File: src/rtl/sprite_blitter_pkg.sv
// rtl/sprite_blitter_pkg.sv - shared constants and state encoding for the sprite blitter
package sprite_blitter_pkg;

  localparam int COLOR_W_DEF   = 3;
  localparam int KEY_COLOR_DEF = 0;
  localparam int SCREEN_X_DEF  = 160;
  localparam int SCREEN_Y_DEF  = 120;

  typedef enum logic [1:0] {
    ST_IDLE,
    ST_SCAN,
    ST_FLUSH,
    ST_DONE
  } blit_state_e;

endpackage

File: src/rtl/sprite_blitter_delay_line.sv
// rtl/sprite_blitter_delay_line.sv - RAM-latency-matched shift register for pixel side data
module blit_delay_line #(
  parameter int DEPTH = 1,
  parameter int DW    = 8
) (
  input  logic          clk,
  input  logic          reset,
  input  logic          in_valid,
  input  logic [DW-1:0] in_data,
  output logic          out_valid,
  output logic [DW-1:0] out_data,
  output logic          any_valid
);

  logic [DEPTH-1:0]         vld_q, vld_d;
  logic [DEPTH-1:0][DW-1:0] dat_q, dat_d;

  // advance every stage by one position each cycle
  always_comb begin
    vld_d    = vld_q;
    dat_d    = dat_q;
    vld_d[0] = in_valid;
    dat_d[0] = in_data;
    for (int i = 1; i < DEPTH; i++) begin
      vld_d[i] = vld_q[i-1];
      dat_d[i] = dat_q[i-1];
    end
  end

  // stage registers; only the valid bits matter after reset
  always_ff @(posedge clk) begin
    if (reset) begin
      vld_q <= '0;
      dat_q <= '0;
    end else begin
      vld_q <= vld_d;
      dat_q <= dat_d;
    end
  end

  assign out_valid = vld_q[DEPTH-1];
  assign out_data  = dat_q[DEPTH-1];
  assign any_valid = |vld_q;

endmodule

File: src/rtl/sprite_blitter.sv
// rtl/sprite_blitter.sv - sprite walker with RAM latency compensation, clipping and colour key
module sprite_blitter
  import sprite_blitter_pkg::*;
#(
  parameter int WIDTH_X     = 8,
  parameter int WIDTH_Y     = 7,
  parameter int SPR_WX      = 5,
  parameter int SPR_WY      = 5,
  parameter int SCREEN_X    = SCREEN_X_DEF,
  parameter int SCREEN_Y    = SCREEN_Y_DEF,
  parameter int COLOR_W     = COLOR_W_DEF,
  parameter int RAM_LATENCY = 1,
  parameter int KEY_COLOR   = KEY_COLOR_DEF
) (
  input  logic               clk,
  input  logic               reset,
  input  logic               start,
  input  logic [WIDTH_X-1:0] origin_x,
  input  logic [WIDTH_Y-1:0] origin_y,
  input  logic [SPR_WX:0]    size_w,
  input  logic [SPR_WY:0]    size_h,
  input  logic               key_en,
  output logic [SPR_WX-1:0]  spr_x,
  output logic [SPR_WY-1:0]  spr_y,
  input  logic [COLOR_W-1:0] rom_color,
  output logic [WIDTH_X-1:0] vga_x,
  output logic [WIDTH_Y-1:0] vga_y,
  output logic [COLOR_W-1:0] vga_color,
  output logic               vga_plot,
  output logic               busy,
  output logic               done
);

  localparam int DW = WIDTH_X + WIDTH_Y + 1;

  blit_state_e state_q, state_d;

  logic [WIDTH_X-1:0] org_x_q, org_x_d;
  logic [WIDTH_Y-1:0] org_y_q, org_y_d;
  logic [SPR_WX:0]    size_w_q, size_w_d;
  logic [SPR_WY:0]    size_h_q, size_h_d;
  logic               key_en_q, key_en_d;
  logic [SPR_WX-1:0]  spr_x_q, spr_x_d;
  logic [SPR_WY-1:0]  spr_y_q, spr_y_d;

  logic [WIDTH_X-1:0] vga_x_q, vga_x_d;
  logic [WIDTH_Y-1:0] vga_y_q, vga_y_d;
  logic [COLOR_W-1:0] vga_color_q, vga_color_d;
  logic               vga_plot_q, vga_plot_d;

  logic [WIDTH_X:0]   sum_x;
  logic [WIDTH_Y:0]   sum_y;
  logic               clip_s;
  logic               last_x, last_y;
  logic               issue;

  logic               dl_valid, dl_any, dl_clip;
  logic [DW-1:0]      dl_data;
  logic [WIDTH_X-1:0] dl_x;
  logic [WIDTH_Y-1:0] dl_y;
  logic               transparent;

  // screen position is formed one bit wider so an off-screen sum never wraps back on-screen
  assign sum_x  = {1'b0, org_x_q} + (WIDTH_X+1)'(spr_x_q);
  assign sum_y  = {1'b0, org_y_q} + (WIDTH_Y+1)'(spr_y_q);
  assign clip_s = (sum_x >= (WIDTH_X+1)'(SCREEN_X)) || (sum_y >= (WIDTH_Y+1)'(SCREEN_Y));

  assign last_x = ({1'b0, spr_x_q} == size_w_q - (SPR_WX+1)'(1));
  assign last_y = ({1'b0, spr_y_q} == size_h_q - (SPR_WY+1)'(1));
  assign issue  = (state_q == ST_SCAN);

  blit_delay_line #(
    .DEPTH (RAM_LATENCY),
    .DW    (DW)
  ) u_delay (
    .clk       (clk),
    .reset     (reset),
    .in_valid  (issue),
    .in_data   ({sum_x[WIDTH_X-1:0], sum_y[WIDTH_Y-1:0], clip_s}),
    .out_valid (dl_valid),
    .out_data  (dl_data),
    .any_valid (dl_any)
  );

  assign {dl_x, dl_y, dl_clip} = dl_data;
  assign transparent = key_en_q && (rom_color == COLOR_W'(KEY_COLOR));

  // control FSM: latch the job, walk the sprite row-major, drain the pipeline, pulse done
  always_comb begin
    state_d  = state_q;
    org_x_d  = org_x_q;
    org_y_d  = org_y_q;
    size_w_d = size_w_q;
    size_h_d = size_h_q;
    key_en_d = key_en_q;
    spr_x_d  = spr_x_q;
    spr_y_d  = spr_y_q;
    case (state_q)
      ST_IDLE: begin
        if (start) begin
          org_x_d  = origin_x;
          org_y_d  = origin_y;
          size_w_d = size_w;
          size_h_d = size_h;
          key_en_d = key_en;
          spr_x_d  = '0;
          spr_y_d  = '0;
          state_d  = (size_w == '0 || size_h == '0) ? ST_DONE : ST_SCAN;
        end
      end
      ST_SCAN: begin
        if (!last_x) begin
          spr_x_d = spr_x_q + SPR_WX'(1);
        end else if (!last_y) begin
          spr_x_d = '0;
          spr_y_d = spr_y_q + SPR_WY'(1);
        end else begin
          state_d = ST_FLUSH;
        end
      end
      ST_FLUSH: begin
        if (!dl_any) state_d = ST_DONE;
      end
      ST_DONE: begin
        state_d = ST_IDLE;
      end
      default: begin
        state_d = ST_IDLE;
      end
    endcase
  end

  // plot register: loads whenever the stage aligned with rom_color carries a pixel
  always_comb begin
    vga_x_d     = vga_x_q;
    vga_y_d     = vga_y_q;
    vga_color_d = vga_color_q;
    vga_plot_d  = 1'b0;
    if (dl_valid) begin
      vga_x_d     = dl_x;
      vga_y_d     = dl_y;
      vga_color_d = rom_color;
      vga_plot_d  = !dl_clip && !transparent;
    end
  end

  // state and datapath registers
  always_ff @(posedge clk) begin
    if (reset) begin
      state_q     <= ST_IDLE;
      org_x_q     <= '0;
      org_y_q     <= '0;
      size_w_q    <= '0;
      size_h_q    <= '0;
      key_en_q    <= 1'b0;
      spr_x_q     <= '0;
      spr_y_q     <= '0;
      vga_x_q     <= '0;
      vga_y_q     <= '0;
      vga_color_q <= '0;
      vga_plot_q  <= 1'b0;
    end else begin
      state_q     <= state_d;
      org_x_q     <= org_x_d;
      org_y_q     <= org_y_d;
      size_w_q    <= size_w_d;
      size_h_q    <= size_h_d;
      key_en_q    <= key_en_d;
      spr_x_q     <= spr_x_d;
      spr_y_q     <= spr_y_d;
      vga_x_q     <= vga_x_d;
      vga_y_q     <= vga_y_d;
      vga_color_q <= vga_color_d;
      vga_plot_q  <= vga_plot_d;
    end
  end

  assign spr_x     = spr_x_q;
  assign spr_y     = spr_y_q;
  assign vga_x     = vga_x_q;
  assign vga_y     = vga_y_q;
  assign vga_color = vga_color_q;
  assign vga_plot  = vga_plot_q;
  assign busy      = (state_q == ST_SCAN) || (state_q == ST_FLUSH);
  assign done      = (state_q == ST_DONE);

endmodule

File: config.mk
export PLATFORM = sky130hd
export DESIGN_NAME = sprite_blitter
export DESIGN_NICKNAME = d
export VERILOG_FILES = /design/src/rtl/sprite_blitter_pkg.sv /design/src/rtl/sprite_blitter_delay_line.sv /design/src/rtl/sprite_blitter.sv
export SDC_FILE = /design/constraint.sdc
export NUM_CORES = 1
export LEC_CHECK = 0
export ABC_AREA = 1
export CORE_MARGIN = 4
export CORE_UTILIZATION = 45
export DETAILED_ROUTE_END_ITERATION = 8
export PLACE_DENSITY = 0.73
export SLEW_MARGIN = 30
export SYNTH_ARGS = -nofsm -noshare
export SYNTH_HDL_FRONTEND = slang
export SYNTH_SLANG_ARGS = --single-unit
File: constraint.sdc
create_clock -name clk -period 2.1 [get_ports clk]
set_input_delay 0.315 -clock clk [delete_from_list [all_inputs] [get_ports clk]]
set_output_delay 0.315 -clock clk [all_outputs]
set_load 0.02 [all_outputs]
==> results by group <==
Synth
  – Syn_area_per_cell: 7.11 um^2
  – Asr flop ratio synth: 0%
  – Synth Flop Type: dfxtp_1
  – Syn Inst Count: ~530
  – Post-synth EDFFs: 0
  – Post-synthesis cell type count: 27
  – Mapped Nets: 583
  – Register bit total from synthesis: 76
  – Synth warnings: 0
  – Mapped Area: about 3800 um^2
  – Sequential area share after synthesis: about two fifths

CTS
  – Htree depth: 3
  – Clock latency at the later pin of the worst-skew pair: about 0.35 ns
  – CTS Root Cell: clkbuf_8
  – CTS buffer count: 9
  – Cts hold-fix bufs: 0
  – CTS tree: yes
  – Clk slew on worst S/H paths: about 0.08 ns
  – Clk buf depth: 2
  – Clk sink count: between 70 and 80

Place
  – Pre-CTS setup slack: ~0.21 ns
  – Inst Count DP: slightly below 700
  – Hpwl dp: roughly 6500 um
  – Port Buffers: 64
  – Placer Congestion: 0.829

Timing
  – Clock Skews: roughly 0.0090 ns
  – Fin. Hold Viols: 0
  – Slew at the pin closest to its max-slew limit: between 0.5 and 0.6 ns
  – Post-Route Setup TNS: 0 ns
  – Final setup viols: 0
  – Max_slew headroom: approximately 66%
  – Fmax: 522 MHz
  – Crit share post-route: between 90 and 100%
  – Unrepaired setup endpoints after global routing: no
  – Minimum clock period: roughly 1.9 ns
  – Pins Over Slew Limit: 0
  – Worst setup margin: approximately 0.18 ns

Global routing
  – Vias in the first global route: between 3,000 and 4,000
  – GRT Overall Usage: a little under a fifth
  – Initial antenna violation count: 0
  – Pin count of the biggest net entering global routing: 44
  – GRT overflow: 0
  – First-pass GRT wire length: 14,800 um

Worst setup path
  – Most common cell on crit path: nand2_1
  – Worst-case reg-to-reg path depth: 14
  – R2R Path End: u_delay.out_data[0]
  – Slowest-stage cell, CP: dfxtp_1
  – Top delay family on crit path: simple AND/OR/NAND/NOR gates
  – Worst EP required: 2.35 ns
  – CP Capture Type: flip-flop
  – Worst r2r src: org_x_q[0]
  – Critical-path cell list: ha_1, inv_1, fa_1, inv_1, nand3_1, nand2_1, nand2_1, inv_1, nor2_1, nor2_1, xnor2_1, nand2_1, nand2_1, nand2_1
  – Worst path buffer plus inverter count: 3
  – Critical Path AT: 2.17 ns
  – CP max stage delay: approximately 0.35 ns
  – Startpoint Class: flip-flop
  – R2R Setup Slk: 0.18 ns
  – Critical path class: flip-flop to flip-flop
  – Worst-path maximum fanout: 3

Finish
  – Number of diodes: 0
  – Final #Nets: 655
  – Area growth from synthesis to layout: 26.8%
  – Non-Filler Instances: slightly above 700
  – Share of layout cells above drive strength 1: 8.11%

Min path
  – Hold Crit Start: u_delay.out_data[0]
  – WHS Endpoint: vga_plot
  – Hold path depth: 1
  – HP Class: flip-flop to flip-flop

Floorplanning
  – Die X: between 90 and 100 um
  – Num rows: 33
  – Core ar.: 8180 um^2
  – Die Y: between 90 and 100 um
  – IO Count: 65
  – Die area: just under 10,000 um^2
  – Initial Util: 45.9%

Detailed routing
  – Detailed Route WL: 8730 um
  – Routed vias: 3,551
  – Router iterations before antenna repair: 6
  – Vias per inst: roughly 5.0
  – DRC Markers: 0
  – Routed WL per cell: about 12 um
  – Final ANT Viol Nets: 0
  – Drt initial violations: around 220

Status
  – Status: finished clean

Pwr
  – Leak: ~2.2 nW
  – Max IR drop VDD: roughly 0.61 mV
  – Power Density: approximately 1200 nW/um^2
  – Total power: around 0.0057 W

Job
  – Max Cap Violations: 0
==> logic make-up (layout without fill, tap and decap cells) <==
family / count (synthesis) / count (layout) / share of synthesized area (%)
compound gates: 91 / 91 / 12.5
xor+xnor: 13 / 13 / 3.03
fa+ha+maj: 21 / 21 / 7.40
buf+inv: 77 / 153 / 7.80
flops: 76 / 76 / 40.5
simple gates: 250 / 250 / 28.8
==> through the flow <==
step           util [%]  cell area, um^2  hold WS (ns)
3_3_place_gp       55.9             4570         0.380
2_1_floorplan         -             3750         0.375
4_1_cts            58.2             4760         0.403
6_report           58.2             4760         0.409
5_1_grt            58.2             4760         0.407
3_5_place_dp       55.9             4570         0.392
==> cell type report <==
cell class	count	area [um^2]
flip-flops and latches	76	1520
clock inverters	6	66.3
repair buffers	79	756
fillers	796	3410
clock buffers	9	124
inverters	59	221
well taps	105	131
multi-input cells	375	1940
==> where the power goes <==
part	switching (W)	internal, W
Clock	0.000552	0.000544
Sequential	0.000228	0.00182
Combinational	0.00154	0.00103
Total	0.00232	0.00339
==> worst max-delay path by stage <==
| stage | depth (start not counted) | start | endpoint | slack [ns] |
|---|---|---|---|---|
| floorplan | 14 | spr_x[0] | u_delay.out_data[0] | 0.12 |
| global placement | 11 | spr_y[0] | u_delay.out_data[0] | 0.28 |
| detailed placement | 14 | org_x_q[0] | u_delay.out_data[0] | 0.21 |
| CTS | 3 | state_q[0] | busy | 0.02 |
| global route | 14 | org_x_q[0] | u_delay.out_data[0] | 0.007 |
| finish | 14 | org_x_q[0] | u_delay.out_data[0] | 0.18 |
==> state kept, by name, summed over array words and instances, names as in the netlist <==
name	count
vga_x	8
state_q	2
spr_x	5
vga_color	3
vga_y	7
size_h_q	6
size_w_q	6
key_en_q	1
u_delay.any_valid	1
org_x_q	8
org_y_q	7
u_delay.out_data	16
spr_y	5
vga_plot	1
==> Yosys cell counts, types with 2 or more instances <==
master	count	share of area (%)
inv_2	6	0.60
dfxtp_1	76	41
clkbuf_1	15	1.5
buf_2	3	0.40
nand3_2	3	0.80
o21ai_0	51	6.8
nor2_1	101	10
nand2_4	2	0.60
nand2_1	80	8.0
nor2_2	5	0.83
a21oi_1	35	4.7
inv_1	52	5.2
xor2_1	10	2.3
a31oi_1	2	0.33
nor4_1	4	0.67
nand4_1	10	1.7
nand3_1	42	5.6
fa_1	2	1.1
xnor2_1	3	0.70
ha_1	19	6.3
==> metal layers <==
layer	share of wire, %	track usage (%)	wire (um)
met4	1.0	4.52	91
met5	0	0	0
met3	5.5	5.96	479
met2	48	32.2	4220
met1	45	21.8	3950
==> layout by cell type (no fill, tap or decap), drive strengths merged <==
cell type and instances:
a21oi 36, a31oi 2, buf 15, bufinv 1
clkbuf 9, clkdlybuf4s50 63, clkinv 6, dfxtp 76
dlymetal6s2s 1, fa 2, ha 19, inv 58
nand2 83, nand3 45, nand4 10, nor2 106
nor3b 1, nor4 4, o21ai 51, o21bai 1
o31a 1, or2 1, xnor2 3, xor2 10
==> worst register-to-register path: stages, from the launching register on <==
cell and delay (ns):
dfxtp_1 0.35, ha_1 0.18, inv_1 0.06, fa_1 0.35, inv_1 0.10, nand3_1 0.07
nand2_1 0.09, nand2_1 0.05, inv_1 0.08, nor2_1 0.05, nor2_1 0.12, xnor2_1 0.15
nand2_1 0.07, nand2_1 0.06, nand2_1 0.05
==> what timing repair did <==
| item | 4_1_cts | 5_1_grt |
|---|---|---|
| hold endpoints to repair | 0 | 0 |
| setup buffers | 0 | 0 |
| resized for setup | 0 | 1 |
| endpoints found under the setup margin | 0 | 1 |
No activity file was read; power rests on OpenSTA's default activity.
